--- config.mk ---
export PLATFORM = sky130hd
export DESIGN_NAME = camera_pixel_assembler
export DESIGN_NICKNAME = d
export VERILOG_FILES = /design/src/rtl/cam_pkg.sv /design/src/rtl/sync_edge.sv /design/src/rtl/camera_pixel_assembler.sv
export SDC_FILE = /design/constraint.sdc
export NUM_CORES = 1
export LEC_CHECK = 0
export ABC_AREA = 1
export CORE_ASPECT_RATIO = 0.9
export CORE_MARGIN = 2
export CORE_UTILIZATION = 45
export CTS_CLUSTER_DIAMETER = 100
export DETAILED_ROUTE_END_ITERATION = 8
export PLACE_DENSITY = 0.67
export SYNTH_ARGS = -nofsm -noshare
export SYNTH_HDL_FRONTEND = slang
export SYNTH_SLANG_ARGS = --single-unit
--- constraint.sdc ---
create_clock -name clk_in -period 2.2 [get_ports clk_in]
set_clock_uncertainty 0.1 [all_clocks]
set_input_delay 0.44 -clock clk_in [delete_from_list [all_inputs] [get_ports clk_in]]
set_output_delay 0.44 -clock clk_in [all_outputs]
set_load 0.01 [all_outputs]
--- src/rtl/cam_pkg.sv ---
// cam_pkg: shared types and defaults for the camera pixel assembler.
package cam_pkg;

    localparam int H_ACTIVE_DEF = 320;
    localparam int V_ACTIVE_DEF = 240;
    localparam int HC_W = 11;
    localparam int VC_W = 10;

    typedef logic [15:0] rgb565_t;

    typedef enum logic [1:0] {
        WAIT_FRAME,
        HIGH_BYTE,
        LOW_BYTE
    } cam_state_t;

endpackage

--- src/rtl/sync_edge.sv ---
// sync_edge: multi-stage synchronizer with a one-cycle history copy for edge detection.
module sync_edge #(
    parameter int WIDTH = 11,
    parameter int STAGES = 2
) (
    input  logic             clk_in,
    input  logic             rst_n_in,
    input  logic [WIDTH-1:0] d_in,
    output logic [WIDTH-1:0] sync_out,
    output logic [WIDTH-1:0] dly_out
);

    logic [WIDTH-1:0] pipe [STAGES];

    always_ff @(posedge clk_in) begin
        if (!rst_n_in) begin
            for (int i = 0; i < STAGES; i++) pipe[i] <= '0;
            dly_out <= '0;
        end else begin
            pipe[0] <= d_in;
            for (int i = 1; i < STAGES; i++) pipe[i] <= pipe[i-1];
            dly_out <= pipe[STAGES-1];
        end
    end

    assign sync_out = pipe[STAGES-1];

endmodule

--- src/rtl/camera_pixel_assembler.sv ---
// camera_pixel_assembler: turns the asynchronous 8-bit camera bus into RGB565 pixels with coordinates.
module camera_pixel_assembler
    import cam_pkg::*;
#(
    parameter int H_ACTIVE = H_ACTIVE_DEF,
    parameter int V_ACTIVE = V_ACTIVE_DEF,
    parameter int SYNC_STAGES = 2
) (
    input  logic            clk_in,
    input  logic            rst_n_in,
    input  logic            cam_pclk_in,
    input  logic            cam_vsync_in,
    input  logic            cam_href_in,
    input  logic [7:0]      cam_data_in,
    output logic [15:0]     pixel_out,
    output logic [HC_W-1:0] hcount_out,
    output logic [VC_W-1:0] vcount_out,
    output logic            data_valid_out,
    output logic            frame_done_out
);

    localparam logic [HC_W-1:0] H_LIM = HC_W'(H_ACTIVE);
    localparam logic [VC_W-1:0] V_LIM = VC_W'(V_ACTIVE);
    localparam logic [HC_W-1:0] H_MAX = '1;
    localparam logic [VC_W-1:0] V_MAX = '1;

    logic [10:0] sync_bus, dly_bus;
    logic        ps, vs, hs, ps_d, vs_d, hs_d;
    logic [7:0]  ds, ds_d_unused;

    sync_edge #(.WIDTH(11), .STAGES(SYNC_STAGES)) u_sync (
        .clk_in   (clk_in),
        .rst_n_in (rst_n_in),
        .d_in     ({cam_pclk_in, cam_vsync_in, cam_href_in, cam_data_in}),
        .sync_out (sync_bus),
        .dly_out  (dly_bus)
    );

    assign {ps, vs, hs, ds} = sync_bus;
    assign {ps_d, vs_d, hs_d, ds_d_unused} = dly_bus;

    logic pclk_rise, vs_fall, vs_rise, hs_fall, sample;

    assign pclk_rise = ps & ~ps_d;
    assign vs_fall   = ~vs & vs_d;
    assign vs_rise   = vs & ~vs_d;
    assign hs_fall   = ~hs & hs_d;
    assign sample    = pclk_rise & hs & ~vs;

    cam_state_t      state, state_n;
    logic [HC_W-1:0] h, h_n, hc_n;
    logic [VC_W-1:0] v, v_n, vc_n;
    logic [7:0]      hi, hi_n;
    rgb565_t         pix_n;
    logic            dv_n, fd_n;

    always_comb begin
        state_n = state;
        h_n     = h;
        v_n     = v;
        hi_n    = hi;
        pix_n   = pixel_out;
        hc_n    = hcount_out;
        vc_n    = vcount_out;
        dv_n    = 1'b0;
        fd_n    = 1'b0;
        if (state == WAIT_FRAME) begin
            if (vs_fall) begin
                h_n     = '0;
                v_n     = '0;
                state_n = HIGH_BYTE;
            end
        end else if (vs_rise) begin
            fd_n    = 1'b1;
            state_n = WAIT_FRAME;
        end else if (hs_fall) begin
            // an empty line leaves the row counter alone; a dangling high byte is simply forgotten
            v_n     = (h != '0 && v != V_MAX) ? v + 1'b1 : v;
            h_n     = '0;
            state_n = HIGH_BYTE;
        end else if (sample) begin
            if (state == HIGH_BYTE) begin
                hi_n    = ds;
                state_n = LOW_BYTE;
            end else begin
                state_n = HIGH_BYTE;
                h_n     = (h != H_MAX) ? h + 1'b1 : h;
                if (h < H_LIM && v < V_LIM) begin
                    pix_n = {hi, ds};
                    hc_n  = h;
                    vc_n  = v;
                    dv_n  = 1'b1;
                end
            end
        end
    end

    always_ff @(posedge clk_in) begin
        if (!rst_n_in) begin
            state          <= WAIT_FRAME;
            h              <= '0;
            v              <= '0;
            hi             <= '0;
            pixel_out      <= '0;
            hcount_out     <= '0;
            vcount_out     <= '0;
            data_valid_out <= 1'b0;
            frame_done_out <= 1'b0;
        end else begin
            state          <= state_n;
            h              <= h_n;
            v              <= v_n;
            hi             <= hi_n;
            pixel_out      <= pix_n;
            hcount_out     <= hc_n;
            vcount_out     <= vc_n;
            data_valid_out <= dv_n;
            frame_done_out <= fd_n;
        end
    end

endmodule

After elaboration in Yosys (flattened, before gate mapping)
Memory sizes are Yosys's and may differ from the RTL's.
Cells that the tools add are included.
{ "totals": {"input_bits": 13, "output_inout_bits": 39, "n_memories": 1, "ff_bits": 81, "wordCells": 79, "ram_bits": 22} }
{ "op_classes": {"n_lt_le_gt_ge": 2, "n_mux": 24, "reduce_logical": 16, "n_addsub": 2, "n_eq_ne": 6, "bitwise": 18} }
{ "mem_list": {"columns": ["name", "depth", "word_bits", "read_ports", "rd_clocked_by_memory_dff", "wr", "line_no", "text"], "rows": [
  ["u_sync.pipe", 2, 11, 2, 0, 2, "sync_edge.sv:13", "logic [WIDTH-1:0] pipe [STAGES];"]
]} }
{ "op_table": {"columns": ["cell", "count"], "rows": [
  ["2-to-1 mux 11 bit", 9],
  ["2-to-1 mux 10 bit", 5],
  ["2-to-1 mux 2 bit", 6],
  ["adder 11 x 1 -> 11 bit (second input constant)", 1],
  ["< comparator 11 x 9 -> 1 bit (second input constant)", 1],
  ["inequality test 11 bit (second input constant)", 1],
  ["nonzero test 11 bit", 1],
  ["adder 10 x 1 -> 10 bit (second input constant)", 1],
  ["< comparator 10 x 8 -> 1 bit (second input constant)", 1],
  ["inequality test 10 bit (second input constant)", 1],
  ["NOT 1 bit", 10],
  ["AND reduction 5 bit", 2],
  ["AND 1 bit", 6],
  ["AND reduction 6 bit", 1],
  ["nonzero test 3 bit", 2],
  ["OR reduction 6 bit", 1],
  ["2-to-1 mux 1 bit", 4],
  ["AND reduction 4 bit", 1],
  ["nonzero test 2 bit", 2],
  ["nonzero test 4 bit", 1],
  ["inequality test 3 bit (second input constant)", 1],
  ["equality test 2 x 1 -> 1 bit (second input constant)", 1],
  ["logical AND 1 bit", 2],
  ["zero test 2 bit", 1],
  ["other kinds (5)", 6]
]} }

Depth between registers and ports, before layout
{ "logic_depth": {"word_depth": 8, "mapped_depth": 11, "depth_no_buf": 10} }

Cells and area by module
From an unflattened synthesis, not the netlist that was laid out.
{ "unflattened": {"cells_unflattened": 567, "area_unflattened_um2": 4305.4} }
{ "by_module_without_submodules": {"columns": ["mod", "area_per_inst_um2", "cells_per_inst", "seq_area_each_um2", "instances"], "rows": [
  ["camera_pixel_assembler", 3240.6, 453, 1401.3, 1],
  ["sync_edge", 1064.8, 114, 660.6, 1]
]} }

Worst setup path before layout
Ideal clock, no wire load.
{ "synth_timing": {"kind": "register to register", "start": "register v[1]", "end": "register v[0]", "synth_period_minus_slack_ns": 1.567, "setup_slack_ns": 0.633, "path_stages_with_launch": 10, "setup_time_ns": 0.115, "required_ns": 1.985, "t_arrival_ns": 1.352, "n_path_buf": 1, "cell_sequence": "dfxtp_1 ha_1 nand2_1 nor2_1 nand4_1 nand2_1 nand2_2 buf_2 a21oi_1 nor2_1"} }
{ "synth_via": {"elab_chain_cells": 4} }
{ "synth_rtl": {"columns": ["element", "line_no", "text"], "rows": [
  ["from (decl)", "camera_pixel_assembler.sv:52", "logic [VC_W-1:0] v, v_n, vc_n;"],
  ["from (signal assigned)", "camera_pixel_assembler.sv:112", "v <= v_n;"],
  ["inequality test 10 bit", "camera_pixel_assembler.sv:78", "v_n = (h != '0 && v != V_MAX) ? v + 1'b1 : v;"],
  ["logical AND 1 bit", "camera_pixel_assembler.sv:78", null],
  ["nonzero test 2 bit (no source line)", null, null],
  ["AND reduction 4 bit (no source line)", null, null]
]} }
Every way passes these cells.
A chain may end at the register's enable or synchronous reset.

Worst setup path after layout
{ "layout_timing": {"start": "register h[1]", "end": "register h[6]"} }
{ "layout_via": {"elab_chain_cells": 7, "word_cells_on_any_way": 10, "cone_classes": "add/sub: 1; eq/ne: 1; mux: 6; reduce/logical: 2"} }
{ "layout_rtl": {"columns": ["element", "line_no", "text"], "rows": [
  ["from (decl)", "camera_pixel_assembler.sv:51", "logic [HC_W-1:0] h, h_n, hc_n;"],
  ["from (signal assigned)", "camera_pixel_assembler.sv:111", "h <= h_n;"],
  ["adder 11 x 1 -> 11 bit", "camera_pixel_assembler.sv:87", "h_n = (h != H_MAX) ? h + 1'b1 : h;"],
  ["2-to-1 mux 11 bit", "camera_pixel_assembler.sv:87", null],
  ["2-to-1 mux 11 bit", "camera_pixel_assembler.sv:82", "if (state == HIGH_BYTE) begin"],
  ["2-to-1 mux 11 bit", "camera_pixel_assembler.sv:81", "end else if (sample) begin"],
  ["2-to-1 mux 11 bit", "camera_pixel_assembler.sv:76", "end else if (hs_fall) begin"],
  ["2-to-1 mux 11 bit", "camera_pixel_assembler.sv:73", "end else if (vs_rise) begin"],
  ["2-to-1 mux 11 bit", "camera_pixel_assembler.sv:67", "if (state == WAIT_FRAME) begin"]
]} }
Parallel ways exist; a longest one is shown, timed or not. The select of a mux whose other input is x is not followed.

==> results.cfg <==
[clocking]
cts_hold_buf = 0
clock_sinks = 95
cts_setup_buffers = 0
insertion_delay_ns = 0.36
cts_resized = 0
cts-root-buf = clkbuf_8
path_clk_slew_ns = 0.10
htreeDepth = 3
cts_tree = done
cts-buffers-inserted = 9
cts_buffer_depth = 2

[worst_hold_path]
hp-class = reg -> reg
min_from = u_sync.pipe[0][5]
hold_path_depth = 2
hold_end = u_sync.pipe[0][16]

[critical_path]
r2r_cells = 8
criticalPathCategory = reg -> reg
crit_path_max_fanout = 12
reg2reg_to = h[6]
critPathLaunchType = flip-flop
r2r_start = h[1]
worstPathRequired_ns = 2.36
end_kind = flip-flop
r2r_slack_ns = 0.34
cp.arrival_ns = 2.02

[final_layout]
area_growth_pct = 20.29
multiInputGateArea_um2 = 1764
n_antenna_cell = 0
nNetsFinal = 595
ff_latch_area_um2 = 1902
fillers = 866
drive_gt1_share_pct = 11.64

[sta]
finalMaxSlewViolations = 0
period_minus_slack_ns = 1.859
tns_ns = 0
max_freq_ghz = 0.5379
rsz0062_at_grt = no
tightestPinTransition_ns = 0.5686
setup_viol = 0
hold_violations = 0
relSlewSlack_pct = 62.05
fin_crit_sh_pct = 84.51

[grt]
gr-usage-all-layers_pct = 19.17
antenna_found_initial = 0
grt_max_degree = 48
grt_pass1_vias = 3093
grt_pass1_wl_um = 15130
overflow = 0

[power_and_ir_drop]
sw_frac_of_total_pct = 27.41
vdd_drop_max_mv = 0.4982
seq_power_share_pct = 56.4
power_leakage_nw = 2.123
internal_power_mw = 2.298
power_frac_comb_pct = 9.2
power_density_nw_per_um2 = 652.8
finalPower_mw = 3.166
p_sw_mw = 0.8680
p_clk_share_pct = 34.3

[synthesis]
synth-seq-cells = 95
async_reset_ff_share_pct = 0
ys.flop_type = dfxtp_1
yosysWarnings = 0
syn-num-nets = 549
synthCells = 533
ys_seq_area_share_pct = 47.16
netlist-cell-type-count = 30
synthMostInstantiatedCell = dfxtp_1
synth_top_area_share_pct = 47.16
synth_area_leaders = dfxtp_1 47%, nand2_1 8.6%, nor2_1 7.8%
syn-cell-area_um2 = 4033
synth_commonest_cells = 95 x dfxtp_1, 92 x nand2_1, 84 x nor2_1, 55 x inv_1, 37 x nand3_1
synth_top_cell_by_area = dfxtp_1
synth-edff-count = 0
avgSynthCellArea_um2 = 7.566

[drt]
drt.antenna.violating_nets = 0
drtIter0Drc = 157
dr_wl_met3_um = 532
first_pass_iters = 5
drt_wl_total_um = 8907
route.detailed.drc = 0
wl_per_cell_um = 12.67
top_layer = met4
met2_length_um = 3839
met1_length_um = 4487
vias_per_cell = 4.990
vias = 3508

[die]
rows = 32
die-area_um2 = 9736
die_h_um = 93.81
die_w_um = 103.8
io_pins = 52
coreArea_um2 = 8648
start_util_pct = 46.63

[status]
status = finished, final reports clean

[place]
gp_congestion = 0.8660
dpl.hpwl_um = 6241
portBuffers = 51

[flow_run]
maxCapViolCount = 0
[registers in the layout, indices dropped and copies added (netlist names), 3 cells and up]
name	flops
u_sync.dly_out	3
u_sync.pipe	22
v	10
vcount_out	10
hcount_out	11
hi	8
h	11
pixel_out	16
[worst max-delay path, stage by stage (launching register included)]
cell and delay, ns:
dfxtp_1 0.41, ha_1 0.21, nand3_1 0.14, nor2_2 0.20, nand4_2 0.17, nand2_2 0.25
inv_1 0.12, nand2_1 0.09, a21oi_1 0.07
[power groups by stage]
| stage | Clock (mW) | Combinational (mW) | Sequential (mW) |
|---|---|---|---|
| 6_report | 1.09 | 0.292 | 1.79 |
| 3_3_place_gp | 0 | 0.287 | 1.83 |
| 2_1_floorplan | 0 | 0.207 | 1.82 |
| 5_1_grt | 1.20 | 0.330 | 1.79 |
| 3_5_place_dp | 0 | 0.291 | 1.83 |
| 4_1_cts | 1.12 | 0.293 | 1.79 |
[worst max-delay path by stage]
stage	depth (start not counted)	slack, ns	end	start
after global routing	8	0.14	h[6]	h[1]
after floorplan	9	0.63	v[0]	v[1]
after CTS	1	0.36	pixel_out[10]	pixel_out[10]
after global placement	6	0.31	h[9]	rst_n_in
final	8	0.34	h[6]	h[1]
after detailed placement	6	0.26	h[9]	rst_n_in
[per-layer routing]
| metal | GRT usage (%) | up-vias |
|---|---|---|
| met2 | 29.53 | 105 |
| met5 | 0 | - |
| met3 | 4.300 | 6 |
| met4 | 5.518 | 0 |
| met1 | 27.06 | 1574 |
| li1 | - | 1823 |
[final cells by class]
| class | instances | area share, % |
|---|---|---|
| sequential | 95 | 39.21 |
| multi-input combinational | 351 | 36.37 |
| timing repair buffer | 64 | 13.05 |
| inverter | 58 | 4.488 |
| tap | 119 | 3.069 |
| clock buffer | 9 | 2.554 |
| clock inverter | 7 | 1.264 |
[stage by stage]
stage          setup slack (ns)  hold slack [ns]  utilization (%)  cell area [um^2]  instances
5_1_grt                  0.1392           0.3418            56.09              4851        703
6_report                 0.3408           0.3185            56.09              4851        703
2_1_floorplan            0.6331           0.2905                -              4033        533
4_1_cts                  0.3590           0.3230            56.09              4851        703
3_3_place_gp             0.3144           0.2948            53.95              4666        687
3_5_place_dp             0.2622           0.2990            53.95              4666        687
[cells by family (layout without fill, tap and decap cells)]
logic type               count (synthesis)  after routing  synth area share (%)
adder cells (fa/ha/maj)                  3              3                0.9309
AND/OR/NAND/NOR                        278            278                 32.95
AO/OA/AOI/OAI                           70             70                 9.867
buffers and inverters                   87            138                 9.091
flip-flops                              95             95                 47.16
[cell usage in the layout, fill, tap and decap left out, types with 3 or more instances in the layout]
cell type	n
inv_1	55
clkdlybuf4s50_1	51
nand2_1	92
a21oi_1	21
dfxtp_1	95
nand2_2	4
nor3_1	21
a31oi_1	33
o21ai_0	11
nand3_1	37
clkbuf_8	9
o21ai_1	3
ha_1	3
nor3_2	16
nand4_1	5
buf_4	11
or2_2	3
nor2_2	7
nor2_1	84
Note: power is estimated with default switching activity, not from simulation.
